[src/rtl/fetch_pkg.sv]
`default_nettype none
// ============================================================================
// Module      : fetch_pkg
// Description : Shared types and constants for the RV32I instruction fetch
//               stage: FSM state encoding, queue entry layout, PC step and
//               the canonical NOP encoding.
// Revision    : 1.0 - initial release
// ============================================================================
package fetch_pkg;

  // Width of the PC/instruction fields carried in queue entries.
  localparam int FETCH_XLEN = 32;

  // Byte distance between consecutive fetch addresses.
  localparam logic [FETCH_XLEN-1:0] INSTR_BYTES = 32'd4;

  // addi x0, x0, 0
  localparam logic [FETCH_XLEN-1:0] NOP_INSTR = 32'h0000_0013;

  typedef enum logic [0:0] {
    RUN   = 1'b0,
    FLUSH = 1'b1
  } fetch_state_e;

  typedef struct packed {
    logic [FETCH_XLEN-1:0] pc;
    logic [FETCH_XLEN-1:0] instr;
  } fetch_entry_t;

endpackage
`default_nettype wire

[src/rtl/fetch_queue.sv]
`default_nettype none
// ============================================================================
// Module      : fetch_queue
// Description : Synchronous FIFO of fetch_entry_t with flush. Head entry is
//               presented combinationally; flush empties the FIFO and takes
//               priority over push and pop. DEPTH must be a power of two.
// Revision    : 1.0 - initial release
// ============================================================================
module fetch_queue
  import fetch_pkg::*;
#(
  parameter int DEPTH = 2,
  parameter int CNT_W = $clog2(DEPTH) + 1
) (
  input  logic             clk,
  input  logic             rst,
  input  logic             i_flush,
  input  logic             i_push,
  input  fetch_entry_t     i_push_data,
  input  logic             i_pop,
  output fetch_entry_t     o_head,
  output logic             o_empty,
  output logic             o_full,
  output logic [CNT_W-1:0] o_count
);

  localparam int               PTR_W   = $clog2(DEPTH);
  localparam logic [CNT_W-1:0] C_DEPTH = CNT_W'(DEPTH);

  fetch_entry_t     mem_q [DEPTH];
  logic [PTR_W-1:0] wr_ptr_q, wr_ptr_d;
  logic [PTR_W-1:0] rd_ptr_q, rd_ptr_d;
  logic [CNT_W-1:0] count_q, count_d;
  logic             do_push;
  logic             do_pop;

  // Next pointers and occupancy; pointers wrap naturally since DEPTH is 2^PTR_W.
  always_comb begin
    do_push  = i_push && (count_q != C_DEPTH);
    do_pop   = i_pop && (count_q != '0);
    wr_ptr_d = wr_ptr_q;
    rd_ptr_d = rd_ptr_q;
    count_d  = count_q;
    if (i_flush) begin
      wr_ptr_d = '0;
      rd_ptr_d = '0;
      count_d  = '0;
    end else begin
      if (do_push) wr_ptr_d = wr_ptr_q + PTR_W'(1);
      if (do_pop)  rd_ptr_d = rd_ptr_q + PTR_W'(1);
      if (do_push && !do_pop) begin
        count_d = count_q + CNT_W'(1);
      end else if (!do_push && do_pop) begin
        count_d = count_q - CNT_W'(1);
      end
    end
  end

  // Storage and pointer registers; storage is cleared so the head reads zero after reset.
  always_ff @(posedge clk) begin
    if (rst) begin
      for (int i = 0; i < DEPTH; i++) begin
        mem_q[i] <= '0;
      end
      wr_ptr_q <= '0;
      rd_ptr_q <= '0;
      count_q  <= '0;
    end else begin
      if (do_push && !i_flush) begin
        mem_q[wr_ptr_q] <= i_push_data;
      end
      wr_ptr_q <= wr_ptr_d;
      rd_ptr_q <= rd_ptr_d;
      count_q  <= count_d;
    end
  end

  assign o_head  = mem_q[rd_ptr_q];
  assign o_empty = (count_q == '0);
  assign o_full  = (count_q == C_DEPTH);
  assign o_count = count_q;

endmodule
`default_nettype wire

[src/rtl/fetch_stage.sv]
`default_nettype none
// ============================================================================
// Module      : fetch_stage
// Description : RV32I instruction fetch stage. Owns the PC, issues requests
//               to instruction memory under a credit rule that reserves a
//               queue slot for every in-flight response, buffers responses in
//               an in-order queue and handles redirects by flushing and
//               discarding stale responses.
//               Optional macro FETCH_BYPASS_EN: present a response in the
//               cycle it arrives when the queue is empty and nothing is being
//               discarded.
// Revision    : 1.0 - initial release
// ============================================================================
module fetch_stage
  import fetch_pkg::*;
#(
  parameter int              XLEN        = 32,
  parameter logic [XLEN-1:0] RESET_PC    = {XLEN{1'b0}},
  parameter int              QUEUE_DEPTH = 2,
  parameter int              CNT_W       = $clog2(QUEUE_DEPTH) + 1
) (
  input  logic            i_fetch_clk,
  input  logic            i_fetch_rst,
  output logic            o_fetch_imem_req,
  output logic [XLEN-1:0] o_fetch_imem_addr,
  input  logic            i_fetch_imem_gnt,
  input  logic            i_fetch_imem_rvalid,
  input  logic [XLEN-1:0] i_fetch_imem_rdata,
  input  logic            i_fetch_redirect,
  input  logic [XLEN-1:0] i_fetch_redirect_pc,
  input  logic            i_fetch_stall,
  output logic            o_fetch_valid,
  output logic [XLEN-1:0] o_fetch_pc,
  output logic [XLEN-1:0] o_fetch_instr
);

  localparam logic [CNT_W:0] C_CREDIT = (CNT_W + 1)'(QUEUE_DEPTH);

  logic [XLEN-1:0]  pc_q, pc_d;
  logic [CNT_W-1:0] discard_q, discard_d;
  fetch_state_e     state_q, state_d;

  logic [CNT_W:0]   credit_used;
  logic [CNT_W:0]   in_flight;
  logic             imem_req;
  logic             grant;
  logic             rsp_drop;
  logic             rsp_take;
  logic             bypass_hit;

  // Address FIFO: PC of each granted, not-yet-answered request (its count is "outstanding").
  logic             aq_push, aq_pop;
  fetch_entry_t     aq_push_data, aq_head;
  logic             aq_empty, aq_full;
  logic [CNT_W-1:0] aq_count;

  // Instruction queue feeding the IF/ID register.
  logic             iq_push, iq_pop;
  fetch_entry_t     iq_push_data, iq_head;
  logic             iq_empty, iq_full;
  logic [CNT_W-1:0] iq_count;

  logic             unused_sig;

  // Issue, response routing, queue control and output selection.
  always_comb begin
    credit_used = {1'b0, iq_count} + {1'b0, aq_count} + {1'b0, discard_q};
    imem_req    = !i_fetch_rst && !i_fetch_redirect && (credit_used < C_CREDIT);
    grant       = imem_req && i_fetch_imem_gnt;

    rsp_drop    = i_fetch_imem_rvalid && (state_q == FLUSH);
    rsp_take    = i_fetch_imem_rvalid && (state_q == RUN) && !i_fetch_redirect;
`ifdef FETCH_BYPASS_EN
    bypass_hit  = rsp_take && iq_empty;
`else
    bypass_hit  = 1'b0;
`endif

    aq_push      = grant;
    aq_push_data = '{pc: pc_q, instr: '0};
    aq_pop       = rsp_take;

    // A bypassed word consumed this cycle never enters the queue.
    iq_push      = rsp_take && !(bypass_hit && !i_fetch_stall);
    iq_push_data = '{pc: aq_head.pc, instr: i_fetch_imem_rdata};
    iq_pop       = !iq_empty && !i_fetch_redirect && !i_fetch_stall;

    o_fetch_valid = (!iq_empty || bypass_hit) && !i_fetch_redirect;
    o_fetch_pc    = bypass_hit ? aq_head.pc : iq_head.pc;
    o_fetch_instr = bypass_hit ? i_fetch_imem_rdata : iq_head.instr;
  end

  // Next PC, discard count and state; a redirect turns every in-flight response into a discard.
  always_comb begin
    in_flight = {1'b0, discard_q} + {1'b0, aq_count} + {{CNT_W{1'b0}}, grant};
    if (i_fetch_imem_rvalid && (in_flight != '0)) begin
      in_flight = in_flight - (CNT_W + 1)'(1);
    end

    pc_d      = pc_q;
    discard_d = discard_q;
    if (i_fetch_redirect) begin
      pc_d      = {i_fetch_redirect_pc[XLEN-1:2], 2'b00};
      discard_d = in_flight[CNT_W-1:0];
    end else begin
      if (grant)    pc_d      = pc_q + XLEN'(INSTR_BYTES);
      if (rsp_drop) discard_d = discard_q - CNT_W'(1);
    end
    state_d = (discard_d != '0) ? FLUSH : RUN;
  end

  // PC, discard counter and RUN/FLUSH state register.
  always_ff @(posedge i_fetch_clk) begin
    if (i_fetch_rst) begin
      pc_q      <= RESET_PC;
      discard_q <= '0;
      state_q   <= RUN;
    end else begin
      pc_q      <= pc_d;
      discard_q <= discard_d;
      state_q   <= state_d;
    end
  end

  fetch_queue #(
    .DEPTH (QUEUE_DEPTH),
    .CNT_W (CNT_W)
  ) u_addr_fifo (
    .clk         (i_fetch_clk),
    .rst         (i_fetch_rst),
    .i_flush     (i_fetch_redirect),
    .i_push      (aq_push),
    .i_push_data (aq_push_data),
    .i_pop       (aq_pop),
    .o_head      (aq_head),
    .o_empty     (aq_empty),
    .o_full      (aq_full),
    .o_count     (aq_count)
  );

  fetch_queue #(
    .DEPTH (QUEUE_DEPTH),
    .CNT_W (CNT_W)
  ) u_instr_queue (
    .clk         (i_fetch_clk),
    .rst         (i_fetch_rst),
    .i_flush     (i_fetch_redirect),
    .i_push      (iq_push),
    .i_push_data (iq_push_data),
    .i_pop       (iq_pop),
    .o_head      (iq_head),
    .o_empty     (iq_empty),
    .o_full      (iq_full),
    .o_count     (iq_count)
  );

  assign o_fetch_imem_req  = imem_req;
  assign o_fetch_imem_addr = pc_q;

  // Low redirect bits are architecturally ignored; FIFO flags are implied by the credit rule.
  assign unused_sig = ^{i_fetch_redirect_pc[1:0], in_flight[CNT_W], aq_head.instr,
                        aq_empty, aq_full, iq_full};

endmodule
`default_nettype wire

[config.mk]
export PLATFORM = sky130hd
export DESIGN_NAME = fetch_stage
export DESIGN_NICKNAME = d
export VERILOG_FILES = /design/src/rtl/fetch_pkg.sv /design/src/rtl/fetch_queue.sv /design/src/rtl/fetch_stage.sv
export SDC_FILE = /design/constraint.sdc
export NUM_CORES = 1
export LEC_CHECK = 0
export CORE_UTILIZATION = 45
export CTS_CLUSTER_DIAMETER = 200
export DETAILED_ROUTE_END_ITERATION = 8
export PLACE_DENSITY = 0.68
export SYNTH_ARGS = -nofsm -noshare
export SYNTH_HDL_FRONTEND = slang
export SYNTH_HIERARCHICAL = 1
export SYNTH_SLANG_ARGS = --single-unit
[constraint.sdc]
create_clock -name i_fetch_clk -period 8.2 [get_ports i_fetch_clk]
set_input_delay 1.64 -clock i_fetch_clk [delete_from_list [all_inputs] [get_ports i_fetch_clk]]
set_output_delay 1.64 -clock i_fetch_clk [all_outputs]
set_load 0.01 [all_outputs]
==> summary.md, run 1 <==
| Metric | Value |
|---|---|
| Clk buf depth | 3 |
| # diodes | 0 |
| Worst Tran Pin Value | around 1000 ps |
| Num ports | between 150 and 200 |
| Clk_lat worst skew | slightly above 500 ps |
| Initial antenna violation count | 0 |
| CP max stage cell | clkdlybuf4s50_1 |
| Post-Route Skew | about 13 ps |
| FP Rows | 56 |
| Via count | 6827 |
| Crit path max-delay family | buffers and inverters |
| CTS tree | yes |
| GRT Total Usage | about 18% |
| Slew margin rel. | around a third |
| Cells after Synth | 850 |
| Worst Path Buf+Inv | 3 |
| TritonCTS Sinks | 235 |
| Worst Path Max Fanout | 39 |
| Commonest non-fill, non-tap cell in the layout | and2_1 |
| Cell mode on critical path | clkdlybuf4s50_1 |
| Filler cell count | just under 2000 |
| Die H | 159 um |
| Post-DP HPWL | 13.5 mm |
| Post-Layout Cell Count | roughly 1300 |
| Routed Antenna Nets | 0 |
| Met1 Use GR | around 25% |
| Outcome | finished, final reports clean |
| Unrepaired setup endpoints after global routing | no |
| Core area | between 20000 and 25000 um^2 |
| Global route hottest layer | met2 |
| Final setup fails | 0 |
| Reg clk slew, reported paths | 60 ps |
| Worst path required time | approximately 6600 ps |
| Number of global-route vias before repair | just under 7000 |
| Mapped Area | approximately 11000 um^2 |
| Cts hold-fix bufs | 0 |
| Total CTS buffers | 25 |
| Power, Total | 0.00274 W |
| Routed wire length | 22.8 mm |
| Final core utilization | ~57% |
| Crit Path Class | in -> out |
| Gr ovfl total | 0 |
| Cell total after placement | approximately 1300 |
| Peak per-stage delay on the critical path | roughly 550 ps |
| Final Hold Vio Count | 0 |
| Peak VDD IR | 0.146 mV |
| Largest net degree at the start of global routing | 66 |
| Worst setup SP type | input pin |
| Global Route met2 Usage | around 29% |
| Pleak | 4.92 nW |
| Initial detailed-routing violation count | between 300 and 400 |
| Starting density of the core | ~47% |
| Nets | 1077 |
| Synth Area per Inst | about 13 um^2 |
| Crit path DAT | roughly 3300 ps |
| Share of post-route cells with drive strength above 1 | around 16% |
| Critical-path cell list | clkdlybuf4s50_1 -> buf_4 -> nor3_1 -> nor2b_1 -> clkdlybuf4s50_1 |
| Drt drc | 0 |
| RePlAce Congestion | ~0.76 |
| PortBufs | between 150 and 200 |
| First-pass GRT wire length | 36.8 mm |
| Setup bufs post-CTS | 0 |
| Total die area | about 25000 um^2 |
| Pwr dens | ~200 nW/um^2 |
| WL/cell | between 15 and 20 um |
| Yosys warns | 6 |
| PostCTS Resize Cnt | 0 |
| Maximum clock rate | between 200 and 250 MHz |
| Via density | 5.11 |
| Fin. max-slew vios | 0 |
| Fin Setup TNS | 0 ps |
| H-tree depth | 1 |
| CTS root buffer | clkbuf_16 |
| M3 GR Usage | just over 3% |
| First-pass DRT Iterations | 5 |
| Number of max-cap violations | 0 |
| Commonest non-fill, non-tap cells in the layout | and2_1, edfxtp_1, clkdlybuf4s50_1, mux2_2, dfxtp_1 |
| Area grow syn2layout | 22.9% |
| Final min period | 4960 ps |
| Worst hold-check path type | reg -> reg |
| Period utilization | between 60% and 70% |
| Die Wd | about 160 um |
| Hold_ws | around 500 ps |
| Crit. End Element | output port |
## worst paths after layout
check                         startpoint                  endpoint  slack, ps  cells past startpoint
setup / recovery             i_fetch_rst          o_fetch_imem_req       3240                      5
hold / removal      u_addr_fifo/rd_ptr_q                 flip-flop        500                      2
setup reg to reg  u_addr_fifo/o_count[1]  u_addr_fifo/mem_q[0][37]       3850                     12
hold reg to reg     u_addr_fifo/rd_ptr_q                 flip-flop        500                      2
## sequential cells by signal, summed over array words and instances, names as in the netlist, named ones only
| name | flops |
|---|---|
| u_instr_queue/mem_q | 128 |
| u_addr_fifo/mem_q | 64 |
| o_fetch_imem_addr | 30 |
| discard_q | 2 |
| u_addr_fifo/o_count | 2 |
| u_instr_queue/o_count | 2 |
| state_q | 1 |
| u_addr_fifo/rd_ptr_q | 1 |
| u_addr_fifo/wr_ptr_q | 1 |
| u_instr_queue/rd_ptr_q | 1 |
| u_instr_queue/wr_ptr_q | 1 |
## tightest hold or removal path, cell delays in order, from the launching register on
cell     delay, ps
dfxtp_1        320
xor2_1          70
nor2_1          70
## report_power, final
| part | total, W | internal [W] | switching (W) | leakage [nW] |
|---|---|---|---|---|
| registers | 0.00138 | 0.00134 | 0.0000365 | 2.34 |
| logic | 0.000240 | 0.000127 | 0.000114 | 2.18 |
| clock network | 0.00112 | 0.000670 | 0.000445 | 0.399 |
| total | 0.00274 | 0.00214 | 0.000596 | 4.92 |
## cell type report
| class | count | area (um^2) | area share (%) |
|---|---|---|---|
| flip-flops and latches | 235 | 6630 | 48.8 |
| clock inverters | 13 | 138 | 1.01 |
| well taps | 319 | 399 | 2.94 |
| clock buffers | 32 | 672 | 4.94 |
| multi-input cells | 546 | 3980 | 29.3 |
| repair buffers | 173 | 1710 | 12.6 |
| inverters | 17 | 63.8 | 0.470 |
## per-layer routing
| metal | vias to the layer above | wire length [um] |
|---|---|---|
| li1 | 3341 | - |
| met1 | 3239 | 10700 |
| met2 | 219 | 10500 |
| met3 | 28 | 1340 |
| met4 | 0 | 309 |
| met5 | - | 0 |
## through the flow
| stage | setup WS [ps] | cell area (um^2) |
|---|---|---|
| 6_report | 3240 | 13600 |
| 3_5_place_dp | 2780 | 12800 |
| 5_1_grt | 3050 | 13600 |
| 4_1_cts | 3260 | 13600 |
| 3_3_place_gp | 2850 | 12800 |
| 2_1_floorplan | 3510 | 11100 |
No activity file was read; power rests on OpenSTA's default activity.
==> run 2: changes to the inputs <==
==> constraint.sdc (replaced) <==
create_clock -name i_fetch_clk -period 4.7 [get_ports i_fetch_clk]
set_input_delay 0.94 -clock i_fetch_clk [delete_from_list [all_inputs] [get_ports i_fetch_clk]]
set_output_delay 0.94 -clock i_fetch_clk [all_outputs]
set_load 0.01 [all_outputs]
==> run 2 against run 1 <==
Effect of this change:
- die area is the same
- critical path type is now reg -> reg
- first-iteration DRC count down 6.3%
- largest power group unchanged
- global-route usage down 0.79 points
- utilization up 0.40 points
==> summary.md, run 2 (same netlist as run 1, synthesis figures left out) <==
| Metric | Value |
|---|---|
| First-pass DRT Iterations | 4 (was 5) |
| Number of global-route vias before repair | 6608 (was 6818) |
| Via count | 6863 (was 6827) |
| Largest net degree at the start of global routing | 65 (was 66) |
| Reg clk slew, reported paths | 60 ps (about the same) |
| Slew margin rel. | 40.1% (was 33.0%) |
| Cts hold-fix bufs | 0 (unchanged) |
| Commonest non-fill, non-tap cell in the layout | and2_1 (unchanged) |
| PostCTS Resize Cnt | 0 (unchanged) |
| Clk buf depth | 3 (unchanged) |
| Largest register FFs | 128 (unchanged) |
| Worst hold-check path type | reg -> reg (unchanged) |
| Worst setup SP type | flip-flop (was input pin) |
| Final min period | roughly 3900 ps |
| CTS root buffer | clkbuf_16 (unchanged) |
| Total die area | 25200 um^2 (unchanged) |
| Total CTS buffers | 25 (unchanged) |
| WL/cell | 16.6 um (was 17.1 um) |
| Hold_ws | 509 ps (was 502 ps) |
| Worst Tran Pin Value | 899 ps (was 1000 ps) |
| Clk_lat worst skew | 500 ps (was 510 ps) |
| Routed Antenna Nets | 0 (unchanged) |
| Commonest non-fill, non-tap cells in the layout | and2_1, edfxtp_1, clkdlybuf4s50_1, mux2_2, dfxtp_1 (unchanged) |
| Crit path max-delay family | adder cells (was buffers and inverters) |
| TritonCTS Sinks | 235 (unchanged) |
| Crit Path Class | reg -> reg (was in -> out) |
| Initial antenna violation count | 0 (unchanged) |
| Pleak | 4.96 nW (was 4.92 nW) |
| Worst Path Max Fanout | 6 (was 39) |
| FP Rows | 56 (unchanged) |
| Worst path required time | 5150 ps (was 6560 ps) |
| CP max stage cell | fa_1 (was clkdlybuf4s50_1) |
| Drt drc | 0 (unchanged) |
| Pwr dens | 352 nW/um^2 (was 201 nW/um^2) |
| Peak VDD IR | 0.186 mV (was 0.146 mV) |
| Share of post-route cells with drive strength above 1 | 16.3% (was 15.8%) |
| Post-Route Skew | 7.27 ps (was 12.7 ps) |
| Largest Register | u_instr_queue/mem_q (unchanged) |
| Outcome | finished, final reports clean (unchanged) |
| H-tree depth | 1 (unchanged) |
| Worst Path Buf+Inv | 5 (was 3) |
| PortBufs | 163 (unchanged) |
| Via density | 5.13 (was 5.11) |
| Cell mode on critical path | inv_1 (was clkdlybuf4s50_1) |
| Initial detailed-routing violation count | 359 (was 383) |
| Crit. End Element | flip-flop (was output port) |
| Die Wd | 159 um (unchanged) |
| Setup bufs post-CTS | 0 (unchanged) |
| CTS tree | yes (unchanged) |
| Core area | 23800 um^2 (unchanged) |
| First-pass GRT wire length | 35.3 mm (was 36.8 mm) |
| Post-DP HPWL | 13.6 mm (was 13.5 mm) |
| GRT Total Usage | 17.3% (was 18.1%) |
| Fin Setup TNS | 0 ps (unchanged) |
| Peak per-stage delay on the critical path | 500 ps (was 550 ps) |
| Maximum clock rate | between 200 and 300 MHz |
| Unrepaired setup endpoints after global routing | no (unchanged) |
| RePlAce Congestion | 0.788 (was 0.757) |
| Final Hold Vio Count | 0 (unchanged) |
| Routed wire length | 22.2 mm (was 22.8 mm) |
| Num ports | 168 (unchanged) |
| Gr ovfl total | 0 (unchanged) |
| Period utilization | a little over four fifths |
| Filler cell count | 1951 (was 1958) |
| # diodes | 0 (unchanged) |
| Nets | 1080 (was 1077) |
| Starting density of the core | 46.5% (unchanged) |
| Critical-path cell list | inv_1 -> fa_1 -> inv_1 -> ha_1 -> nor3_1 -> nand3b_1 -> fa_1 -> inv_1 -> fa_1 -> inv_1 -> ha_1 -> inv_1 -> o21ai_0 -> mux2_2 -> a211oi_1 -> or2_2 (was clkdlybuf4s50_1 -> buf_4 -> nor3_1 -> nor2b_1 -> clkdlybuf4s50_1) |
| Fin. max-slew vios | 0 (unchanged) |
| Crit path DAT | 4390 ps (was 3320 ps) |
| Area grow syn2layout | 23.8% (was 22.9%) |
| Number of max-cap violations | 0 (unchanged) |
| Final setup fails | 0 (unchanged) |
| Die H | 159 um (unchanged) |
run 2: cell types whose count changed in the layout (fill, tap and decap cells not counted), sizes merged:
cell    change
inv         -1
clkinv      -5
clkbuf      +6
buf         +3
run 2: final timing paths:
check | start | slack [ps] | endpoint | cells past startpoint
worst max register to register | u_addr_fifo/o_count[1] | 760 | state_q | 16
worst min register to register | u_addr_fifo/rd_ptr_q | 510 | flip-flop | 2
worst min-delay path | u_addr_fifo/rd_ptr_q | 510 | flip-flop | 2
worst max-delay path | u_addr_fifo/o_count[1] | 760 | state_q | 16
run 2: stage by stage:
step	utilization, %	total power (W)	setup slack (ps)	cell area (um^2)	std cells
after floorplan	-	0.00265	408	11100	855
after global placement	54.1	0.00287	674	12800	1293
after detailed placement	54.1	0.00288	592	12800	1293
after CTS	57.6	0.00487	697	13700	1338
after global routing	57.6	0.00500	379	13700	1338
final	57.6	0.00482	763	13700	1338
run 2: worst reg2reg max path, cell delays in order, from the launching register on:
cell and delay (ps):
dfxtp_1 430, inv_1 90, fa_1 500, inv_1 40, ha_1 280, nor3_1 170
nand3b_1 160, fa_1 410, inv_1 70, fa_1 400, inv_1 80, ha_1 150
inv_1 40, o21ai_0 280, mux2_2 380, a211oi_1 260, or2_2 150
run 2: cell type report:
class / instances / area (um^2) / area share (%)
Sequential cell: 235 / 6630 / 48.4
Multi-Input combinational cell: 546 / 3980 / 29.1
Timing Repair Buffer: 176 / 1770 / 12.9
Clock buffer: 38 / 734 / 5.37
Tap cell: 319 / 399 / 2.92
Clock inverter: 7 / 109 / 0.795
Inverter: 17 / 63.8 / 0.466
run 2: per-layer routing:
metal  share of wire (%)  track usage (%)  routed length [um]  up-vias
li1                    -                -                   -     3345
met1                  47             24.9               10500     3288
met2                  46             27.4               10200      207
met3                 6.2             3.24                1390       23
met4                 1.0             3.31                 225        0
met5                   0                0                   0        -
run 2: power by group:
part / switching, W / internal (W) / leakage, nW
Combinational: 0.000200 / 0.000227 / 2.21
Sequential: 0.0000609 / 0.00234 / 2.34
Clock: 0.000755 / 0.00123 / 0.415
